$ cat config.mk
export PLATFORM = sky130hd
export DESIGN_NAME = mem_port_arbiter_flat
export DESIGN_NICKNAME = d
export VERILOG_FILES = /design/src/rtl/mem_port_arbiter_pkg.sv /design/src/rtl/mem_port_arbiter_if.sv /design/src/rtl/mem_port_arbiter_rr_pick2.sv /design/src/rtl/mem_port_arbiter.sv /design/src/flat_wrapper.sv
export SDC_FILE = /design/constraint.sdc
export NUM_CORES = 1
export LEC_CHECK = 0
export CORE_ASPECT_RATIO = 1.2
export CORE_MARGIN = 2
export CORE_UTILIZATION = 44
export DETAILED_ROUTE_END_ITERATION = 10
export HOLD_SLACK_MARGIN = 0.06
export PLACE_DENSITY = 0.84
export SLEW_MARGIN = 5
export SYNTH_ARGS = -nofsm -noshare
export SYNTH_HDL_FRONTEND = slang
export SYNTH_SLANG_ARGS = --single-unit
$ cat constraint.sdc
create_clock -name clk -period 2.7 [get_ports clk]
set_clock_uncertainty 0.1 [all_clocks]
set_input_delay 0.54 -clock clk [delete_from_list [all_inputs] [get_ports clk]]
set_output_delay 0.54 -clock clk [all_outputs]
set_load 0.02 [all_outputs]
$ cat src/rtl/mem_port_arbiter_pkg.sv
// Shared types for the memory port arbiter: sequencer states, requester IDs, default widths.
package mem_arb_pkg;

    localparam int DEF_ADDR_W = 8;
    localparam int DEF_DATA_W = 8;

    typedef enum logic [2:0] {
        IDLE = 3'd0,
        RD   = 3'd1,
        XF   = 3'd2,
        WR   = 3'd3,
        DN   = 3'd4
    } state_e;

    typedef logic req_id_t;

    localparam req_id_t REQ_CPU = 1'b0;
    localparam req_id_t REQ_LD  = 1'b1;

    // First sequencer state of a granted transaction.
    function automatic state_e first_state(input logic we);
        return we ? WR : RD;
    endfunction

endpackage

$ cat src/rtl/mem_port_arbiter_if.sv
// Requester and memory-side signals of the arbiter; slave is the arbiter view, master the environment view.
interface mem_port_arbiter_if
    import mem_arb_pkg::*;
#(
    parameter int ADDR_W = DEF_ADDR_W,
    parameter int DATA_W = DEF_DATA_W
);
    logic              cpu_req;
    logic              cpu_we;
    logic [ADDR_W-1:0] cpu_addr;
    logic [DATA_W-1:0] cpu_wdata;
    logic              cpu_gnt;
    logic              cpu_done;
    logic [DATA_W-1:0] cpu_rdata;

    logic              ld_req;
    logic              ld_we;
    logic [ADDR_W-1:0] ld_addr;
    logic [DATA_W-1:0] ld_wdata;
    logic              ld_gnt;
    logic              ld_done;
    logic [DATA_W-1:0] ld_rdata;

    logic [ADDR_W-1:0] mem_addr;
    logic [DATA_W-1:0] mem_wdata;
    logic              mem_rd;
    logic              mem_xfer;
    logic              mem_we;
    logic [DATA_W-1:0] mem_rdata;

    modport slave (
        input  cpu_req, cpu_we, cpu_addr, cpu_wdata,
        input  ld_req, ld_we, ld_addr, ld_wdata,
        input  mem_rdata,
        output cpu_gnt, cpu_done, cpu_rdata,
        output ld_gnt, ld_done, ld_rdata,
        output mem_addr, mem_wdata, mem_rd, mem_xfer, mem_we
    );

    modport master (
        output cpu_req, cpu_we, cpu_addr, cpu_wdata,
        output ld_req, ld_we, ld_addr, ld_wdata,
        output mem_rdata,
        input  cpu_gnt, cpu_done, cpu_rdata,
        input  ld_gnt, ld_done, ld_rdata,
        input  mem_addr, mem_wdata, mem_rd, mem_xfer, mem_we
    );

endinterface

$ cat src/rtl/mem_port_arbiter_rr_pick2.sv
// Combinational two-way round-robin pick: on a tie the requester not served last wins.
module rr_pick2
    import mem_arb_pkg::*;
(
    input  logic [1:0] req,
    input  req_id_t    last,
    output req_id_t    winner,
    output logic       any
);

    always_comb begin
        any    = |req;
        winner = REQ_CPU;
        if (&req) begin
            winner = ~last;
        end else if (req[REQ_LD]) begin
            winner = REQ_LD;
        end
    end

endmodule

$ cat src/rtl/mem_port_arbiter.sv
// Shares one memory port between CPU and loader; reads take 3 cycles from sampling, writes 2.
// A requester holds req until its done pulse; the loser of a tie waits and wins the next IDLE.
module mem_port_arbiter
    import mem_arb_pkg::*;
#(
    parameter int ADDR_W = DEF_ADDR_W,
    parameter int DATA_W = DEF_DATA_W
) (
    input  logic              clk,
    input  logic              CLR,
    mem_port_arbiter_if.slave bus
);

    typedef struct packed {
        req_id_t           owner;
        logic              we;
        logic [ADDR_W-1:0] addr;
        logic [DATA_W-1:0] wdata;
    } txn_t;

    state_e            state_q, state_d;
    txn_t              txn_q, txn_d;
    req_id_t           last_q, last_d;
    logic [DATA_W-1:0] cpu_rdata_q, cpu_rdata_d;
    logic [DATA_W-1:0] ld_rdata_q, ld_rdata_d;

    req_id_t pick_winner;
    logic    pick_any;
    logic    active;

    rr_pick2 u_pick (
        .req    ({bus.ld_req, bus.cpu_req}),
        .last   (last_q),
        .winner (pick_winner),
        .any    (pick_any)
    );

    // Pointer resets to the loader so the CPU wins the first tie.
    always_ff @(posedge clk or posedge CLR) begin
        if (CLR) begin
            state_q     <= IDLE;
            txn_q       <= '0;
            last_q      <= REQ_LD;
            cpu_rdata_q <= '0;
            ld_rdata_q  <= '0;
        end else begin
            state_q     <= state_d;
            txn_q       <= txn_d;
            last_q      <= last_d;
            cpu_rdata_q <= cpu_rdata_d;
            ld_rdata_q  <= ld_rdata_d;
        end
    end

    always_comb begin
        state_d     = state_q;
        txn_d       = txn_q;
        last_d      = last_q;
        cpu_rdata_d = cpu_rdata_q;
        ld_rdata_d  = ld_rdata_q;

        case (state_q)
            IDLE: begin
                if (pick_any) begin
                    txn_d.owner = pick_winner;
                    if (pick_winner == REQ_LD) begin
                        txn_d.we    = bus.ld_we;
                        txn_d.addr  = bus.ld_addr;
                        txn_d.wdata = bus.ld_wdata;
                    end else begin
                        txn_d.we    = bus.cpu_we;
                        txn_d.addr  = bus.cpu_addr;
                        txn_d.wdata = bus.cpu_wdata;
                    end
                    state_d = first_state(txn_d.we);
                end
            end
            RD: state_d = XF;
            XF: begin
                if (txn_q.owner == REQ_LD) begin
                    ld_rdata_d = bus.mem_rdata;
                end else begin
                    cpu_rdata_d = bus.mem_rdata;
                end
                state_d = DN;
            end
            WR: state_d = DN;
            DN: begin
                last_d  = txn_q.owner;
                state_d = IDLE;
            end
            default: state_d = IDLE;
        endcase
    end

    // Moore decode from registered state only, so reset drops every strobe immediately.
    assign active        = (state_q != IDLE);
    assign bus.cpu_gnt   = active && (txn_q.owner == REQ_CPU);
    assign bus.ld_gnt    = active && (txn_q.owner == REQ_LD);
    assign bus.cpu_done  = (state_q == DN) && (txn_q.owner == REQ_CPU);
    assign bus.ld_done   = (state_q == DN) && (txn_q.owner == REQ_LD);
    assign bus.cpu_rdata = cpu_rdata_q;
    assign bus.ld_rdata  = ld_rdata_q;
    assign bus.mem_addr  = active ? txn_q.addr : '0;
    assign bus.mem_wdata = active ? txn_q.wdata : '0;
    assign bus.mem_rd    = (state_q == RD);
    assign bus.mem_xfer  = (state_q == XF);
    assign bus.mem_we    = (state_q == WR);

    a_gnt_excl: assert property (@(posedge clk) disable iff (CLR)
        !(bus.cpu_gnt && bus.ld_gnt));
    a_strobe_excl: assert property (@(posedge clk) disable iff (CLR)
        $onehot0({bus.mem_rd, bus.mem_xfer, bus.mem_we}));

endmodule

$ cat src/flat_wrapper.sv
// flat-port wrapper written by rule: the top's interface ports become plain ports
module mem_port_arbiter_flat import mem_arb_pkg::*;
#(
    parameter int ADDR_W = DEF_ADDR_W,
    parameter int DATA_W = DEF_DATA_W
)
  (clk, CLR, bus_cpu_req, bus_cpu_we, bus_cpu_addr, bus_cpu_wdata, bus_ld_req, bus_ld_we, bus_ld_addr, bus_ld_wdata, bus_mem_rdata, bus_cpu_gnt, bus_cpu_done, bus_cpu_rdata, bus_ld_gnt, bus_ld_done, bus_ld_rdata, bus_mem_addr, bus_mem_wdata, bus_mem_rd, bus_mem_xfer, bus_mem_we);
  mem_port_arbiter_if #(.ADDR_W(ADDR_W), .DATA_W(DATA_W)) bus_i ();
  input  logic clk;
  input  logic CLR;
  input wire logic [$bits(bus_i.cpu_req)-1:0] bus_cpu_req;
  input wire logic [$bits(bus_i.cpu_we)-1:0] bus_cpu_we;
  input wire logic [$bits(bus_i.cpu_addr)-1:0] bus_cpu_addr;
  input wire logic [$bits(bus_i.cpu_wdata)-1:0] bus_cpu_wdata;
  input wire logic [$bits(bus_i.ld_req)-1:0] bus_ld_req;
  input wire logic [$bits(bus_i.ld_we)-1:0] bus_ld_we;
  input wire logic [$bits(bus_i.ld_addr)-1:0] bus_ld_addr;
  input wire logic [$bits(bus_i.ld_wdata)-1:0] bus_ld_wdata;
  input wire logic [$bits(bus_i.mem_rdata)-1:0] bus_mem_rdata;
  output wire logic [$bits(bus_i.cpu_gnt)-1:0] bus_cpu_gnt;
  output wire logic [$bits(bus_i.cpu_done)-1:0] bus_cpu_done;
  output wire logic [$bits(bus_i.cpu_rdata)-1:0] bus_cpu_rdata;
  output wire logic [$bits(bus_i.ld_gnt)-1:0] bus_ld_gnt;
  output wire logic [$bits(bus_i.ld_done)-1:0] bus_ld_done;
  output wire logic [$bits(bus_i.ld_rdata)-1:0] bus_ld_rdata;
  output wire logic [$bits(bus_i.mem_addr)-1:0] bus_mem_addr;
  output wire logic [$bits(bus_i.mem_wdata)-1:0] bus_mem_wdata;
  output wire logic [$bits(bus_i.mem_rd)-1:0] bus_mem_rd;
  output wire logic [$bits(bus_i.mem_xfer)-1:0] bus_mem_xfer;
  output wire logic [$bits(bus_i.mem_we)-1:0] bus_mem_we;
  assign bus_i.cpu_req = bus_cpu_req;
  assign bus_i.cpu_we = bus_cpu_we;
  assign bus_i.cpu_addr = bus_cpu_addr;
  assign bus_i.cpu_wdata = bus_cpu_wdata;
  assign bus_i.ld_req = bus_ld_req;
  assign bus_i.ld_we = bus_ld_we;
  assign bus_i.ld_addr = bus_ld_addr;
  assign bus_i.ld_wdata = bus_ld_wdata;
  assign bus_i.mem_rdata = bus_mem_rdata;
  assign bus_cpu_gnt = bus_i.cpu_gnt;
  assign bus_cpu_done = bus_i.cpu_done;
  assign bus_cpu_rdata = bus_i.cpu_rdata;
  assign bus_ld_gnt = bus_i.ld_gnt;
  assign bus_ld_done = bus_i.ld_done;
  assign bus_ld_rdata = bus_i.ld_rdata;
  assign bus_mem_addr = bus_i.mem_addr;
  assign bus_mem_wdata = bus_i.mem_wdata;
  assign bus_mem_rd = bus_i.mem_rd;
  assign bus_mem_xfer = bus_i.mem_xfer;
  assign bus_mem_we = bus_i.mem_we;
  mem_port_arbiter #(.ADDR_W(ADDR_W), .DATA_W(DATA_W)) u_core (.clk(clk), .CLR(CLR), .bus(bus_i));
endmodule
# == After elaboration in Yosys (flattened, before gate mapping) ==
# Index checks and enable logic that the tools add are counted.
# word_totals
regBits,37
wordCells,36
inputBits,46
out_inout_bits,39
# op_classes
bitwise,2
n_mux,10
reduce_logical,12
eq_ne,5
# op_table
cell,count
17-bit 2-to-1 mux,3
8-bit 2-to-1 mux,2
3-bit case mux with 3 select lines,1
2-bit AND reduction,4
3-bit by 2-bit equality test with 1-bit output (second input constant),2
1-bit logical AND,4
2-bit OR reduction,2
3-bit by 1-bit equality test with 1-bit output (second input constant),1
3-bit equality test (second input constant),1
3-bit zero test,1
3-bit 2-to-1 mux,1
3-bit nonzero test,1
1-bit 2-to-1 mux,2
2-bit 2-to-1 mux,1
2-bit by 1-bit inequality test with 1-bit output (second input constant),1
1-bit NOT,2

# == Longest topological paths before layout ==
# logic_depth
ltp_word,8
ltp_mapped,5
depth_no_buf,3

# == By module ==
# From an unflattened synthesis, not the netlist that was laid out.
# hier_totals
cells_unflattened,130
hier_area_um2,1850.5
# modules_own_cells
module,cells_per_inst,n_inst,area_each_um2
mem_port_arbiter,128,1,1836.8
rr_pick2,2,1,13.8

# == Worst setup path after synthesis ==
# OpenSTA, ideal clock, no wires.
# synth_path
path_kind,register to output
from,reg u_core.state_q[2]
to,out bus_mem_addr[3]
n_path_buf,2
t_arrival_ns,1.202
path_slack_ns,0.858
path_stages_with_launch,5
required_ns,2.060
cell_sequence,dfrtp_1 > nor3_2 > clkbuf_1 > buf_4 > nor2b_1
# synth_via
elab_chain_len,2
# synth_rtl
element,line,source
from (decl),mem_port_arbiter.sv:21,"state_e state_q, state_d;"
from (signal assigned),mem_port_arbiter.sv:47,state_q <= state_d;
3-bit nonzero test,mem_port_arbiter.sv:97,assign active = (state_q != IDLE);
8-bit 2-to-1 mux,mem_port_arbiter.sv:104,assign bus.mem_addr = active ? txn_q.addr : '0;
to (decl),flat_wrapper.sv:26,output wire logic [$bits(bus_i.mem_addr)-1:0] bus_mem_addr;
# No other way between the ends.

# == Final worst setup path ==
# layout_path
from,reg u_core.state_q[2]
to,out bus_mem_wdata[5]
# layout_via
elab_chain_len,2
# layout_rtl
element,line,source
3-bit nonzero test,mem_port_arbiter.sv:97,
8-bit 2-to-1 mux,mem_port_arbiter.sv:105,assign bus.mem_wdata = active ? txn_q.wdata : '0;
to (decl),flat_wrapper.sv:27,output wire logic [$bits(bus_i.mem_wdata)-1:0] bus_mem_wdata;
# No other way between the ends.

==> flow_metrics.tcl <==
set metrics [dict create \
    drive_gt1_frac 0.2851 \
    critPathLaunchType "flop" \
    endpoint_kind "primary output" \
    synth-compound-area-share 0.02757 \
    first_global_vias 1432 \
    min_path_type "flop to flop" \
    cts_tree "yes" \
    dieHeight_um 75.24 \
    finalMaxSlewViolations 0 \
    path_class "flop to primary output" \
    firstDrtPassIters 4 \
    cts_resized 0 \
    leakage_uw 0.001198 \
    cts.sinks 37 \
    die_width_um 63.36 \
    grt_max_degree 38 \
    slew-limit-headroom 0.6950 \
    num_antenna_cells 0 \
    drtAntennaViolNets 0 \
    final_cell_mix "clkdlybuf4s50_1 (84), dfrtp_1 (36), mux2_2 (31)" \
    period_share 0.9478 \
    hpwlAfterDp_um 3213 \
    fp-row-count 25 \
    drv_cap 0 \
    syn-cell-area_mm2 0.001861 \
    vias 1336 \
    worstMarginPinSlew_ps 457.4 \
    first_iter_violations 16 \
    syn-instance-count 132 \
    tns_ps 0 \
    core-area_mm2 0.004004 \
    cts-buffers-inserted 5 \
    h-tree-depth 2 \
    synthSimpleGateAreaFrac 0.1002 \
    wl_per_cell_um 15.05 \
    nFillCells 301 \
    outcome "completed" \
    whs_ps 400.6 \
    wl_um 4138 \
    final_common_cell "clkdlybuf4s50_1" \
    worstPathArrival_ps 1920 \
    synth_mux_area_frac 0.3282 \
    vias_per_cell 4.858 \
    rsz0062_at_grt "false" \
    drc 0 \
    antenna_found_initial 0 \
    syn_nets 178 \
    synthToLayoutAreaGrowth_pct 51.72 \
    synth.distinct_cells 23 \
    post_cts.repair.setup_buffers 0 \
    clock-root-buffer "clkbuf_8" \
    p_per_area_mw_per_mm2 1231 \
    max_freq_mhz 390.8 \
    ir_drop_uv 735.5 \
    die_area_mm2 0.004767 \
    clk_pin_slew_ps 70 \
    syn_area_per_cell_um2 14.09 \
    finalSetupViolations 0 \
    clock_latency_ps 290 \
    grt_pass1_wl_um 6713 \
    place_congestion 0.7704 \
    finalPower_uw 3475 \
    synth_xor_xnor_area_share 0 \
    synthAdderAreaFrac 0 \
    crit_fanout 18 \
    grt.overflow.total 0 \
    io_pins 85 \
    port_buffers 84 \
    fin_nets 266 \
    grtUsageTotal 0.1885 \
    cts_hold_buf 0 \
    fin_crit_ps 2559 \
    hold_violations 0 \
    critPathRequiredTime_ps 2060 \
    clk_path_buf_depth 2 \
    yosysWarnings 0 \
    synth_top_family_by_area "multiplexers" \
    start_util 0.4647 \
    ys_ff_latch 37 \
    ys_seq_area_frac 0.4983 \
]
[registers in the layout (all words and copies together) (netlist names)]
name,flops
u_core.last_q,1
u_core.txn_q,17
u_core.bus.cpu_rdata,8
u_core.bus.ld_rdata,8
u_core.state_q,3
[cell families (layout without fill, tap and decap cells)]
group,Yosys count,in the layout
buffers and inverters,9,98
DFF,37,37
AOI/OAI and AO/OA,6,6
muxes,49,49
and+or+nand+nor,31,31
[Yosys cell counts (all sizes together)]
master / count / area [um^2]
clkbuf: 1 / 3.750
nor3: 1 / 10.01
and2: 4 / 25.02
nand2: 2 / 7.510
o21bai: 1 / 7.510
mux2i: 1 / 10.01
dfrtp: 36 / 900.9
dfstp: 1 / 26.28
and3: 1 / 6.260
nor3b: 1 / 12.51
o21ai: 2 / 10.01
nor2b: 17 / 106.4
inv: 2 / 7.510
a21o: 1 / 7.510
o21a: 1 / 7.510
mux2: 48 / 600.6
nor2: 5 / 18.77
buf: 6 / 73.82
a21boi: 1 / 18.77
[through the flow]
step                utilization  std cells  setup slack, ps  area, um^2
floorplan                     -        132            857.6        1861
global placement         0.6797        267            368.0        2721
detailed placement       0.6797        267            306.8        2721
CTS                      0.7050        275            115.8        2823
global route             0.7050        275            29.00        2823
finish                   0.7050        275            140.8        2823
[final cells by class]
type	instances	area (um^2)	share of cell area
clock inverter	1	5.005	0.001773
clock buffer	7	96.34	0.03413
tap	54	67.56	0.02394
inverter	2	7.507	0.002660
multi-input combinational	86	848.3	0.3005
sequential	37	927.1	0.3285
timing repair buffer	88	870.8	0.3085
[metal layers]
| layer | GRT usage | up-vias | share of wire |
|---|---|---|---|
| met2 | 0.3158 | 66 | 0.50 |
| met1 | 0.2177 | 633 | 0.39 |
| met4 | 0.07246 | 0 | 0.016 |
| met3 | 0.07922 | 5 | 0.094 |
| li1 | - | 632 | - |
| met5 | 0 | - | 0 |
[where the power goes]
group / leakage [uW] / internal [uW] / switching (uW)
combinational: 0.000705 / 1110 / 927
sequential: 0.000439 / 846 / 173
clock: 0.0000542 / 230 / 186
total: 0.00120 / 2190 / 1290
[final timing paths]
path / start / end / slack (ps) / depth (start not counted)
max in group asynchronous: CLR / u_core.last_q / 1610 / 3
min: u_core.txn_q[1] / u_core.txn_q[1] / 400 / 1
max reg2reg: u_core.state_q[2] / u_core.txn_q[3] / 640 / 5
min in group asynchronous: CLR / u_core.bus.ld_rdata[4] / 550 / 3
max: u_core.state_q[2] / bus_mem_wdata[5] / 140 / 4
min reg2reg: u_core.txn_q[1] / u_core.txn_q[1] / 400 / 1
[worst max-delay path, cell delays in order (launching register included)]
cell,delay (ps)
dfrtp_1,440
nor3_2,260
buf_4,280
nor2b_1,80
clkdlybuf4s50_1,560
No activity file was read; power rests on OpenSTA's default activity.
